`config.mk`:
```
export PLATFORM = sky130hd
export DESIGN_NAME = alu_pipe
export DESIGN_NICKNAME = d
export VERILOG_FILES = /design/src/rtl/alu_pkg.sv /design/src/rtl/alu_mul_seq.sv /design/src/rtl/alu_pipe.sv
export SDC_FILE = /design/constraint.sdc
export NUM_CORES = 1
export LEC_CHECK = 0
export BUFFER_PORTS_ARGS = -buffer_cell sky130_fd_sc_hd__clkbuf_2
export CORE_MARGIN = 5
export CORE_UTILIZATION = 35
export CTS_CLUSTER_DIAMETER = 80
export CTS_CLUSTER_SIZE = 24
export DETAILED_ROUTE_END_ITERATION = 16
export PLACE_DENSITY_LB_ADDON = 0.25
export SKIP_CTS_REPAIR_TIMING = 1
export SYNTH_ARGS = -nofsm -noshare
export SYNTH_HDL_FRONTEND = slang
export SYNTH_SLANG_ARGS = --single-unit
```
`constraint.sdc`:
```
create_clock -name clk -period 3.2 [get_ports clk]
set_input_delay 0 -clock clk [delete_from_list [all_inputs] [get_ports clk]]
set_output_delay 0 -clock clk [all_outputs]
set_load 0.05 [all_outputs]
```
`src/rtl/alu_pkg.sv`:
```
// Shared opcode encoding and pipeline state type for the registered ALU.
package alu_pkg;

  localparam int ALU_OPW = 4;

  localparam logic [ALU_OPW-1:0] OP_ADD = 4'b0000;
  localparam logic [ALU_OPW-1:0] OP_SUB = 4'b0001;
  localparam logic [ALU_OPW-1:0] OP_SHL = 4'b0010;
  localparam logic [ALU_OPW-1:0] OP_SHR = 4'b0011;
  localparam logic [ALU_OPW-1:0] OP_ROL = 4'b0100;
  localparam logic [ALU_OPW-1:0] OP_ROR = 4'b0101;
  localparam logic [ALU_OPW-1:0] OP_AND = 4'b0110;
  localparam logic [ALU_OPW-1:0] OP_OR  = 4'b0111;
  localparam logic [ALU_OPW-1:0] OP_XOR = 4'b1000;
  localparam logic [ALU_OPW-1:0] OP_GTU = 4'b1001;
  localparam logic [ALU_OPW-1:0] OP_EQ  = 4'b1010;
  localparam logic [ALU_OPW-1:0] OP_GTS = 4'b1011;
  localparam logic [ALU_OPW-1:0] OP_MUL = 4'b1100;
  localparam logic [ALU_OPW-1:0] OP_ASR = 4'b1101;

  typedef enum logic [1:0] {
    ST_IDLE = 2'b00,
    ST_MUL  = 2'b01,
    ST_DONE = 2'b10
  } alu_state_e;

endpackage

```
`src/rtl/alu_mul_seq.sv`:
```
// Iterative shift-add multiplier: one partial product per cycle, WIDTH steps.
module alu_mul_seq
  import alu_pkg::*;
#(
  parameter int WIDTH = 8
) (
  input  logic               clk_i,
  input  logic               rst_i,
  input  logic               start_i,
  input  logic [WIDTH-1:0]   a_i,
  input  logic [WIDTH-1:0]   b_i,
  output logic               busy_o,
  output logic               done_o,
  output logic [2*WIDTH-1:0] product_o
);

  localparam int CNT_W = $clog2(WIDTH);
  localparam logic [CNT_W-1:0] CNT_LAST = CNT_W'(WIDTH - 1);
  localparam logic [CNT_W-1:0] CNT_ONE  = CNT_W'(1);

  logic [2*WIDTH-1:0] acc_q;
  logic [2*WIDTH-1:0] mcand_q;
  logic [WIDTH-1:0]   mplier_q;
  logic [CNT_W-1:0]   cnt_q;
  logic               busy_q;

  // done_o flags the cycle in which the final partial product is being added.
  assign busy_o    = busy_q;
  assign done_o    = busy_q && (cnt_q == CNT_LAST);
  assign product_o = acc_q;

  // Multiplier datapath and step counter.
  always_ff @(posedge clk_i or posedge rst_i) begin
    if (rst_i) begin
      busy_q   <= 1'b0;
      cnt_q    <= {CNT_W{1'b0}};
      acc_q    <= {(2*WIDTH){1'b0}};
      mcand_q  <= {(2*WIDTH){1'b0}};
      mplier_q <= {WIDTH{1'b0}};
    end else if (start_i) begin
      busy_q   <= 1'b1;
      cnt_q    <= {CNT_W{1'b0}};
      acc_q    <= {(2*WIDTH){1'b0}};
      mcand_q  <= {{WIDTH{1'b0}}, a_i};
      mplier_q <= b_i;
    end else if (busy_q) begin
      if (mplier_q[0]) begin
        acc_q <= acc_q + mcand_q;
      end
      mcand_q  <= mcand_q << 1;
      mplier_q <= mplier_q >> 1;
      cnt_q    <= cnt_q + CNT_ONE;
      if (cnt_q == CNT_LAST) begin
        busy_q <= 1'b0;
      end
    end
  end

endmodule

```
`src/rtl/alu_pipe.sv`:
```
// Registered ALU with valid/ready handshakes, full flag set and an
// iterative multiply handled by alu_mul_seq.
module alu_pipe
  import alu_pkg::*;
#(
  parameter int WIDTH = 8,
  parameter int OPW   = ALU_OPW
) (
  input  logic             clk,
  input  logic             rst,
  input  logic             in_valid,
  output logic             in_ready,
  input  logic [WIDTH-1:0] A,
  input  logic [WIDTH-1:0] B,
  input  logic [OPW-1:0]   ALU_Sel,
  output logic             out_valid,
  input  logic             out_ready,
  output logic [WIDTH-1:0] ALU_Out,
  output logic             CarryOut,
  output logic             Zero,
  output logic             Negative,
  output logic             Overflow
);

  alu_state_e         state_q;
  logic [WIDTH-1:0]   res_q;
  logic               carry_q, zero_q, neg_q, ovf_q, out_valid_q;

  logic [WIDTH:0]     sum_s, diff_s;
  logic               ovf_add_s, ovf_sub_s;
  logic [WIDTH-1:0]   res_d;
  logic               carry_d, ovf_d;
  logic               accept_s, drain_s, is_mul_s;
  logic               mul_busy_s, mul_done_s;
  logic [2*WIDTH-1:0] mul_prod_s;

  assign in_ready = (state_q == ST_IDLE) && !mul_busy_s && (!out_valid_q || out_ready);
  assign accept_s = in_valid && in_ready;
  assign drain_s  = out_valid_q && out_ready;
  assign is_mul_s = (ALU_Sel == OP_MUL);

  assign out_valid = out_valid_q;
  assign ALU_Out   = res_q;
  assign CarryOut  = carry_q;
  assign Zero      = zero_q;
  assign Negative  = neg_q;
  assign Overflow  = ovf_q;

  alu_mul_seq #(.WIDTH(WIDTH)) u_mul (
    .clk_i     (clk),
    .rst_i     (rst),
    .start_i   (accept_s && is_mul_s),
    .a_i       (A),
    .b_i       (B),
    .busy_o    (mul_busy_s),
    .done_o    (mul_done_s),
    .product_o (mul_prod_s)
  );

  // Single-cycle result mux; unlisted opcodes fall back to ADD.
  always_comb begin
    sum_s     = {1'b0, A} + {1'b0, B};
    diff_s    = {1'b0, A} - {1'b0, B};
    ovf_add_s = (A[WIDTH-1] == B[WIDTH-1]) && (sum_s[WIDTH-1] != A[WIDTH-1]);
    ovf_sub_s = (A[WIDTH-1] != B[WIDTH-1]) && (diff_s[WIDTH-1] != A[WIDTH-1]);
    res_d     = sum_s[WIDTH-1:0];
    carry_d   = sum_s[WIDTH];
    ovf_d     = ovf_add_s;
    case (ALU_Sel)
      OP_ADD: begin res_d = sum_s[WIDTH-1:0]; carry_d = sum_s[WIDTH]; ovf_d = ovf_add_s; end
      OP_SUB: begin res_d = diff_s[WIDTH-1:0]; carry_d = diff_s[WIDTH]; ovf_d = ovf_sub_s; end
      OP_SHL: begin res_d = {A[WIDTH-2:0], 1'b0}; carry_d = A[WIDTH-1]; ovf_d = 1'b0; end
      OP_SHR: begin res_d = {1'b0, A[WIDTH-1:1]}; carry_d = A[0]; ovf_d = 1'b0; end
      OP_ROL: begin res_d = {A[WIDTH-2:0], A[WIDTH-1]}; carry_d = A[WIDTH-1]; ovf_d = 1'b0; end
      OP_ROR: begin res_d = {A[0], A[WIDTH-1:1]}; carry_d = A[0]; ovf_d = 1'b0; end
      OP_AND: begin res_d = A & B; carry_d = 1'b0; ovf_d = 1'b0; end
      OP_OR:  begin res_d = A | B; carry_d = 1'b0; ovf_d = 1'b0; end
      OP_XOR: begin res_d = A ^ B; carry_d = 1'b0; ovf_d = 1'b0; end
      OP_GTU: begin res_d = {{(WIDTH-1){1'b0}}, (A > B)}; carry_d = 1'b0; ovf_d = 1'b0; end
      OP_EQ:  begin res_d = {{(WIDTH-1){1'b0}}, (A == B)}; carry_d = 1'b0; ovf_d = 1'b0; end
      OP_GTS: begin res_d = {{(WIDTH-1){1'b0}}, ($signed(A) > $signed(B))}; carry_d = 1'b0; ovf_d = 1'b0; end
      OP_MUL: begin res_d = {WIDTH{1'b0}}; carry_d = 1'b0; ovf_d = 1'b0; end
      OP_ASR: begin res_d = {A[WIDTH-1], A[WIDTH-1:1]}; carry_d = A[0]; ovf_d = 1'b0; end
      default: begin res_d = sum_s[WIDTH-1:0]; carry_d = sum_s[WIDTH]; ovf_d = ovf_add_s; end
    endcase
  end

  // Pipeline FSM and output register; the register only changes when empty or draining.
  always_ff @(posedge clk or posedge rst) begin
    if (rst) begin
      state_q     <= ST_IDLE;
      out_valid_q <= 1'b0;
      res_q       <= {WIDTH{1'b0}};
      carry_q     <= 1'b0;
      zero_q      <= 1'b0;
      neg_q       <= 1'b0;
      ovf_q       <= 1'b0;
    end else begin
      case (state_q)
        ST_IDLE: begin
          if (accept_s && is_mul_s) begin
            state_q     <= ST_MUL;
            out_valid_q <= 1'b0;
          end else if (accept_s) begin
            out_valid_q <= 1'b1;
            res_q       <= res_d;
            carry_q     <= carry_d;
            zero_q      <= (res_d == {WIDTH{1'b0}});
            neg_q       <= res_d[WIDTH-1];
            ovf_q       <= ovf_d;
          end else if (drain_s) begin
            out_valid_q <= 1'b0;
          end
        end
        ST_MUL: begin
          if (drain_s) begin
            out_valid_q <= 1'b0;
          end
          if (mul_done_s) begin
            state_q <= ST_DONE;
          end
        end
        ST_DONE: begin
          if (!out_valid_q || out_ready) begin
            state_q     <= ST_IDLE;
            out_valid_q <= 1'b1;
            res_q       <= mul_prod_s[WIDTH-1:0];
            carry_q     <= |mul_prod_s[2*WIDTH-1:WIDTH];
            zero_q      <= (mul_prod_s[WIDTH-1:0] == {WIDTH{1'b0}});
            neg_q       <= mul_prod_s[WIDTH-1];
            ovf_q       <= 1'b0;
          end
        end
        default: begin
          state_q     <= ST_IDLE;
          out_valid_q <= 1'b0;
        end
      endcase
    end
  end

endmodule

```
==> results of run 1 <==
==> stage by stage <==
stage          utilization, %  hold slack, ns  std cells  setup slack, ns
2_1_floorplan               -           0.117        557            0.320
3_3_place_gp             38.1          0.0624        750            0.458
3_5_place_dp             38.1          0.0673        750            0.502
4_1_cts                  40.3          -0.291        766            0.595
5_1_grt                  40.4          0.0299        767            0.446
6_report                 40.4          0.0259        767            0.587
==> cell type report <==
class,instances,area (sq um)
fill,1377,7840
multi-input combinational,434,2950
sequential,58,1450
timing repair buffer,47,263
clock buffer,10,229
tap,176,220
inverter,36,135
clock inverter,6,57.6
==> state kept, by name (all words and copies together) (netlist names), 2 cells and up <==
name / count
u_mul.product_o: 16
u_mul.mplier_q: 8
ALU_Out: 8
u_mul.mcand_q: 16
state_q: 2
u_mul.cnt_q: 3
==> worst max-delay path, delay by kind of cell, from the launching register on <==
family	cells	cell delay [ns]
AO/OA/AOI/OAI	6	1.31
XOR/XNOR	1	0.17
adder cells (fa/ha/maj)	2	0.44
flip-flops	1	0.42
buffers and inverters	1	0.07
AND/OR/NAND/NOR	1	0.06
==> layout by cell type, fill, tap and decap left out, drive strengths merged, types with 6 or more instances in the layout <==
cell type  instances
nor3               6
ha                41
a21oi             30
mux2i             20
inv               35
a221o             10
nor4               7
nand3             25
nand2             42
clkbuf            47
buf                9
or3                6
dfrtp             58
o21ai             53
nor2b              6
xor2               6
xnor2             10
a31oi             12
nor2              64
==> worst paths after layout <==
| path | startpoint | endpoint | slack, ns | cells after the start |
|---|---|---|---|---|
| min reg2reg | u_mul.product_o[15]$_DFFE_PP0P_ | u_mul.product_o[15]$_DFFE_PP0P_ | 0.47 | 1 |
| max in group asynchronous | rst | u_mul.mcand_q[3]$_DFFE_PP0P_ | 2.08 | 4 |
| min | A[3] | u_mul.mcand_q[3]$_DFFE_PP0P_ | 0.03 | 3 |
| max reg2reg | u_mul.product_o[0]$_DFFE_PP0P_ | u_mul.product_o[14]$_DFFE_PP0P_ | 0.59 | 11 |
| min in group asynchronous | rst | u_mul.mplier_q[1]$_DFFE_PP0P_ | 0.25 | 3 |
| max | u_mul.product_o[0]$_DFFE_PP0P_ | u_mul.product_o[14]$_DFFE_PP0P_ | 0.59 | 11 |
==> routing by layer <==
metal,part of all wire (%),up-vias
met1,47,2093
met3,6.8,24
met4,2.1,0
li1,-,2100
met5,0,-
met2,44,144
==> cell families (layout without fill, tap and decap cells) <==
group | Yosys count | in the layout | share of synthesized area [%]
flops | 58 | 58 | 31.2
compound gates | 178 | 178 | 25.9
xor+xnor | 16 | 16 | 3.01
buf+inv | 65 | 99 | 5.80
fa+ha+maj | 44 | 44 | 12.3
simple gates | 175 | 175 | 17.2
mux | 21 | 21 | 4.54
==> power breakdown <==
group | leakage [nW] | internal, mW | switching, mW
clock | 0.142 | 0.596 | 0.341
combinational | 1.53 | 0.830 | 1.32
sequential | 0.730 | 1.05 | 0.265
==> reports/metrics.yaml, run 1 <==
synth_top_area_share_pct: 31.2
yosysSeqAreaShare_pct: 31.2
drive_gt1_share_pct: 12.5
synth-seq-cells: 58
via_per_inst: 5.69
cp.arrival_ns: 2.80
ys.flop_type: "dfrtp_1"
final_area_sq_mm: 0.00530
post-route-period-util_pct: 81.7
finClkSkew_ns: 0.00911
synth_edf_count: 0
fmax_ghz: 0.383
io_pins: 38
fin_crit_ns: 2.61
area_growth_syn_to_layout_pct: 13.8
min_path_type: "input port to register"
die_w_um: 125
synth_common_cells: "nor2_1, dfrtp_1, o21ai_0, ha_1, nand2_1"
yosys_warnings: 0
synth_cell_types: 66
syn_avg_cell_area_sq_um: 8.36
worstPathMaxFanout: 4
die_h_um: 125
worstSetupPathType: "register to register"
cpMaxStageDelayCell: "dfrtp_1"
drv_slew: 0
grt_pass1_vias: 4237
synth-async-reset-ratio_pct: 100
finalNetCount: 654
grt_max_degree: 35
cts_buffers: 9
setup_tns_ns: 0
syn_nets: 625
routabilityCongestion: 0.973
powerDensity_mw_per_mm2: 831
final_antenna_net_count: 0
use_met1_pct: 25.4
grt_pass1_wl_um: 22900
clockBufferDepth: 2
avgRoutedWirePerCell_um: 18.1
cap_viol_max_count: 0
crit_chain: "ha_1 > inv_1 > fa_1 > nor2b_1 > o21ai_1 > a21boi_1 > o31a_1 > a2111o_1 > a31oi_1 > xor2_1 > o21ai_1"
tightest_slew_ns: 0.971
yosys-top-cells-area: "dfrtp_1, ha_1, o21ai_0"
setup_viol_count_final: 0
wirelength_um: 13900
cpMostUsedCell: "o21ai_1"
cts_tree: "built"
start_util_pct: 35.5
finalPower_mw: 4.41
required_ns: 3.39
worst_setup_path_end_kind: "register"
num_antenna_cells: 0
maxSlewHeadroom_pct: 34.6
coreArea_sq_mm: 0.0131
grt_overflow: 0
port-buffer-count: 37
antenna_found_initial: 0
syn-cell-area_sq_mm: 0.00466
finalHoldViolations: 0
placed_area_sq_mm: 0.00500
clk_latency_ns: 0.33
vias: 4361
grt_use_met2_pct: 27.1
post-dp-hpwl_um: 10400
die_area_sq_mm: 0.0157
cts_max_level: 3
status: "finished clean"
post-route-drc-count: 0
row_count: 42
rsz0062_at_grt: "no"
grtUsageMet3_pct: 4.69
synth.largest_area_cell: "dfrtp_1"
clkSinkCount: 58
syn_inst: 557
grt_use_total_pct: 18.0
drtPass1Iterations: 5
synth.most_common_cell: "nor2_1"
globalRoute.busiestLayer: "met2"
clk_pin_slew_worst_paths_ns: 0.05
drt_iter0_markers: 450
cp_slowest_stage_delay_ns: 0.42
cts_root_buffer: "clkbuf_16"
power.leakage_nw: 2.41
peakVddDrop_v: 0.000367
start_kind: "register"
No activity file was read; power rests on OpenSTA's default activity.
==> run 2, diff against run 1 <==
==> constraint.sdc (replaced) <==
create_clock -name clk -period 2.14 [get_ports clk]
set_input_delay 0 -clock clk [delete_from_list [all_inputs] [get_ports clk]]
set_output_delay 0 -clock clk [all_outputs]
set_load 0.05 [all_outputs]
==> run 2 against run 1 <==
Compared with the run above: the flow now finishes with violations (negative setup slack); global-route usage increased by 0.90 points; power is 64% higher; critical path depth shrank 2; clock skew is 0.0034 ns lower; design area rose by 16%; final cell count increased by 13%; sequential cell count unchanged; first-iteration DRC count down 22%; maximum frequency is 6.8% higher; count of clock-buffer cells in the layout up 2; via count grew 9.8%; largest cell class unchanged; hold slack worse by 0.020 ns.
==> reports/metrics.yaml, run 2 (same netlist as run 1, synthesis figures left out) <==
status: "complete, but fails checks"  # was finished clean
violations: "negative setup slack"
worst_setup_path_end_kind: "register"  # unchanged
placed_area_sq_mm: 0.00574  # was 0.00500 sq mm
vias: 4787  # was 4361
via_per_inst: 5.55  # was 5.69
grt_overflow: 0  # unchanged
finalNetCount: 751  # was 654
utilization_pct: 46.8  # was 40.4%
port-buffer-count: 37  # unchanged
clk_latency_ns: 0.33  # about the same
tightest_slew_ns: 0.579  # was 0.971 ns
antenna_found_initial: 0  # unchanged
power.share.clock_pct: 18.1  # was 21.3%
min_path_type: "input port to register"  # unchanged
grt_pass1_vias: 4732  # was 4237
worstPathMaxFanout: 4  # unchanged
cp_top_family: "compound AO/OA/AOI/OAI gates"  # unchanged
final_area_sq_mm: 0.00614  # was 0.00530 sq mm
drv_slew: 0  # unchanged
start_kind: "register"  # unchanged
cts_max_level: 3  # unchanged
post-route-period-util_pct: 114  # was 81.7%
io_pins: 38  # unchanged
cpMaxStageDelayCell: "dfrtp_1"  # unchanged
cp_slowest_stage_delay_ns: 0.39  # was 0.42 ns
clockBufferDepth: 2  # unchanged
routabilityCongestion: 0.860  # was 0.973
post-route-drc-count: 0  # unchanged
cts_buffers: 9  # unchanged
coreArea_sq_mm: 0.0131  # unchanged
row_count: 42  # unchanged
finalHoldViolations: 0  # unchanged
required_ns: 2.34  # was 3.39 ns
cap_viol_max_count: 0  # unchanged
rsz0062_at_grt: "yes"  # was no
drive_gt1_share_pct: 27.7  # was 12.5%
die_h_um: 125  # unchanged
avgRoutedWirePerCell_um: 17.2  # was 18.1 um
setup_viol_count_final: 4  # was 0
p_sw_share_pct: 42.8  # was 43.8%
start_util_pct: 35.5  # unchanged
post-dp-hpwl_um: 11500  # was 10400 um
wirelength_um: 14800  # was 13900 um
seq_power_share_pct: 26.9  # was 29.9%
die_w_um: 125  # unchanged
clkSinkCount: 58  # unchanged
place_inst: 843  # was 750
die_area_sq_mm: 0.0157  # unchanged
fmax_ghz: 0.409  # was 0.383 GHz
powerDensity_mw_per_mm2: 1180  # was 831 mW/mm^2
fin_crit_ns: 2.45  # was 2.61 ns
timing.critical_path.buf_inv: 0  # was 1
power.leakage_nw: 2.89  # was 2.41 nW
power_switching_mw: 3.09  # was 1.93 mW
cts_tree: "built"  # unchanged
grt_use_total_pct: 18.9  # was 18.0%
num_antenna_cells: 0  # unchanged
drtPass1Iterations: 5  # unchanged
clk_pin_slew_worst_paths_ns: 0.05  # about the same
comb_power_share_pct: 55.0  # was 48.9%
setup_tns_ns: -0.861  # was 0 ns
cp.arrival_ns: 2.65  # was 2.80 ns
cts_root_buffer: "clkbuf_16"  # unchanged
area_growth_syn_to_layout_pct: 31.9  # was 13.8%
drt_iter0_markers: 352  # was 450
maxSlewHeadroom_pct: 61.4  # was 34.6%
worstSetupPathType: "register to register"  # unchanged
finClkSkew_ns: 0.00571  # was 0.00911 ns
peakVddDrop_v: 0.000591  # was 0.000367 V
final_antenna_net_count: 0  # unchanged
cellInternalPower_mw: 4.14  # was 2.48 mW
crit_chain: "ha_1 > nor2b_2 > o21ai_2 > a21boi_2 > o31a_1 > a2111o_1 > a31oi_1 > xor2_1 > o21ai_1"  # was ha_1 > inv_1 > fa_1 > nor2b_1 > o21ai_1 > a21boi_1 > o31a_1 > a2111o_1 > a31oi_1 > xor2_1 > o21ai_1
finalNonFillerCells: 863  # was 767
final_cell_mix: "buf_4, nor2_1, dfrtp_1, o21ai_0, nand2_1"  # was nor2_1, dfrtp_1, o21ai_0, nand2_1, ha_1
grt_pass1_wl_um: 24400  # was 22900 um
setup_ws_ns: -0.306  # was 0.587 ns
final_common_cell: "buf_4"  # was nor2_1
grt_max_degree: 31  # was 35
## run 2: area by class of cell
class                      count  area [sq um]
clock inverter                 3          15.0
fill                        1300          6990
tap                          176           220
sequential                    58          1450
multi-input combinational    434          3070
timing repair buffer         144           991
inverter                      36           135
clock buffer                  12           256
## run 2: through the flow
stage	power, mW	hold slack (ns)	worst slack, ns
after floorplan	4.51	0.117	-0.188
after global placement	5.65	0.0904	-0.308
after detailed placement	5.74	0.0880	-0.304
after CTS	7.11	-0.267	-0.299
after global routing	7.79	0.0443	-0.395
final	7.23	0.00565	-0.306
## run 2: routing by layer
layer	vias to the layer above	share of wire, %	track usage (%)
li1	2300	-	-
met4	0	1.7	5.10
met2	141	47	30.4
met1	2321	46	26.4
met5	-	0	0
met3	25	5.3	3.37
## run 2: worst paths after layout
| check | slack [ns] | endpoint | startpoint | cells past startpoint |
|---|---|---|---|---|
| hold / removal | 0.006 | state_q[1]$_DFFE_PP0P_ | out_ready | 4 |
| min in group asynchronous | 0.27 | u_mul.product_o[13]$_DFFE_PP0P_ | rst | 3 |
| setup reg to reg | -0.31 | u_mul.product_o[14]$_DFFE_PP0P_ | u_mul.product_o[2]$_DFFE_PP0P_ | 9 |
| hold reg to reg | 0.48 | u_mul.product_o[15]$_DFFE_PP0P_ | u_mul.product_o[15]$_DFFE_PP0P_ | 1 |
| setup / recovery | -0.31 | u_mul.product_o[14]$_DFFE_PP0P_ | u_mul.product_o[2]$_DFFE_PP0P_ | 9 |
| max in group asynchronous | 1.18 | ALU_Out[5]$_DFFE_PP0P_ | rst | 4 |
## run 2: tightest hold or removal path, stage by stage
cell,delay [ns]
clkbuf_2,0.10
nor2b_4,0.05
nand2_1,0.06
o21ai_0,0.07
## run 2: power groups by stage
stage / Sequential [mW] / Clock, mW / Combinational, mW
after global routing: 2.01 / 1.39 / 4.38
after floorplan: 2.26 / 0 / 2.25
after detailed placement: 1.94 / 0 / 3.80
final: 1.95 / 1.31 / 3.98
after global placement: 1.92 / 0 / 3.73
after CTS: 1.93 / 1.35 / 3.83
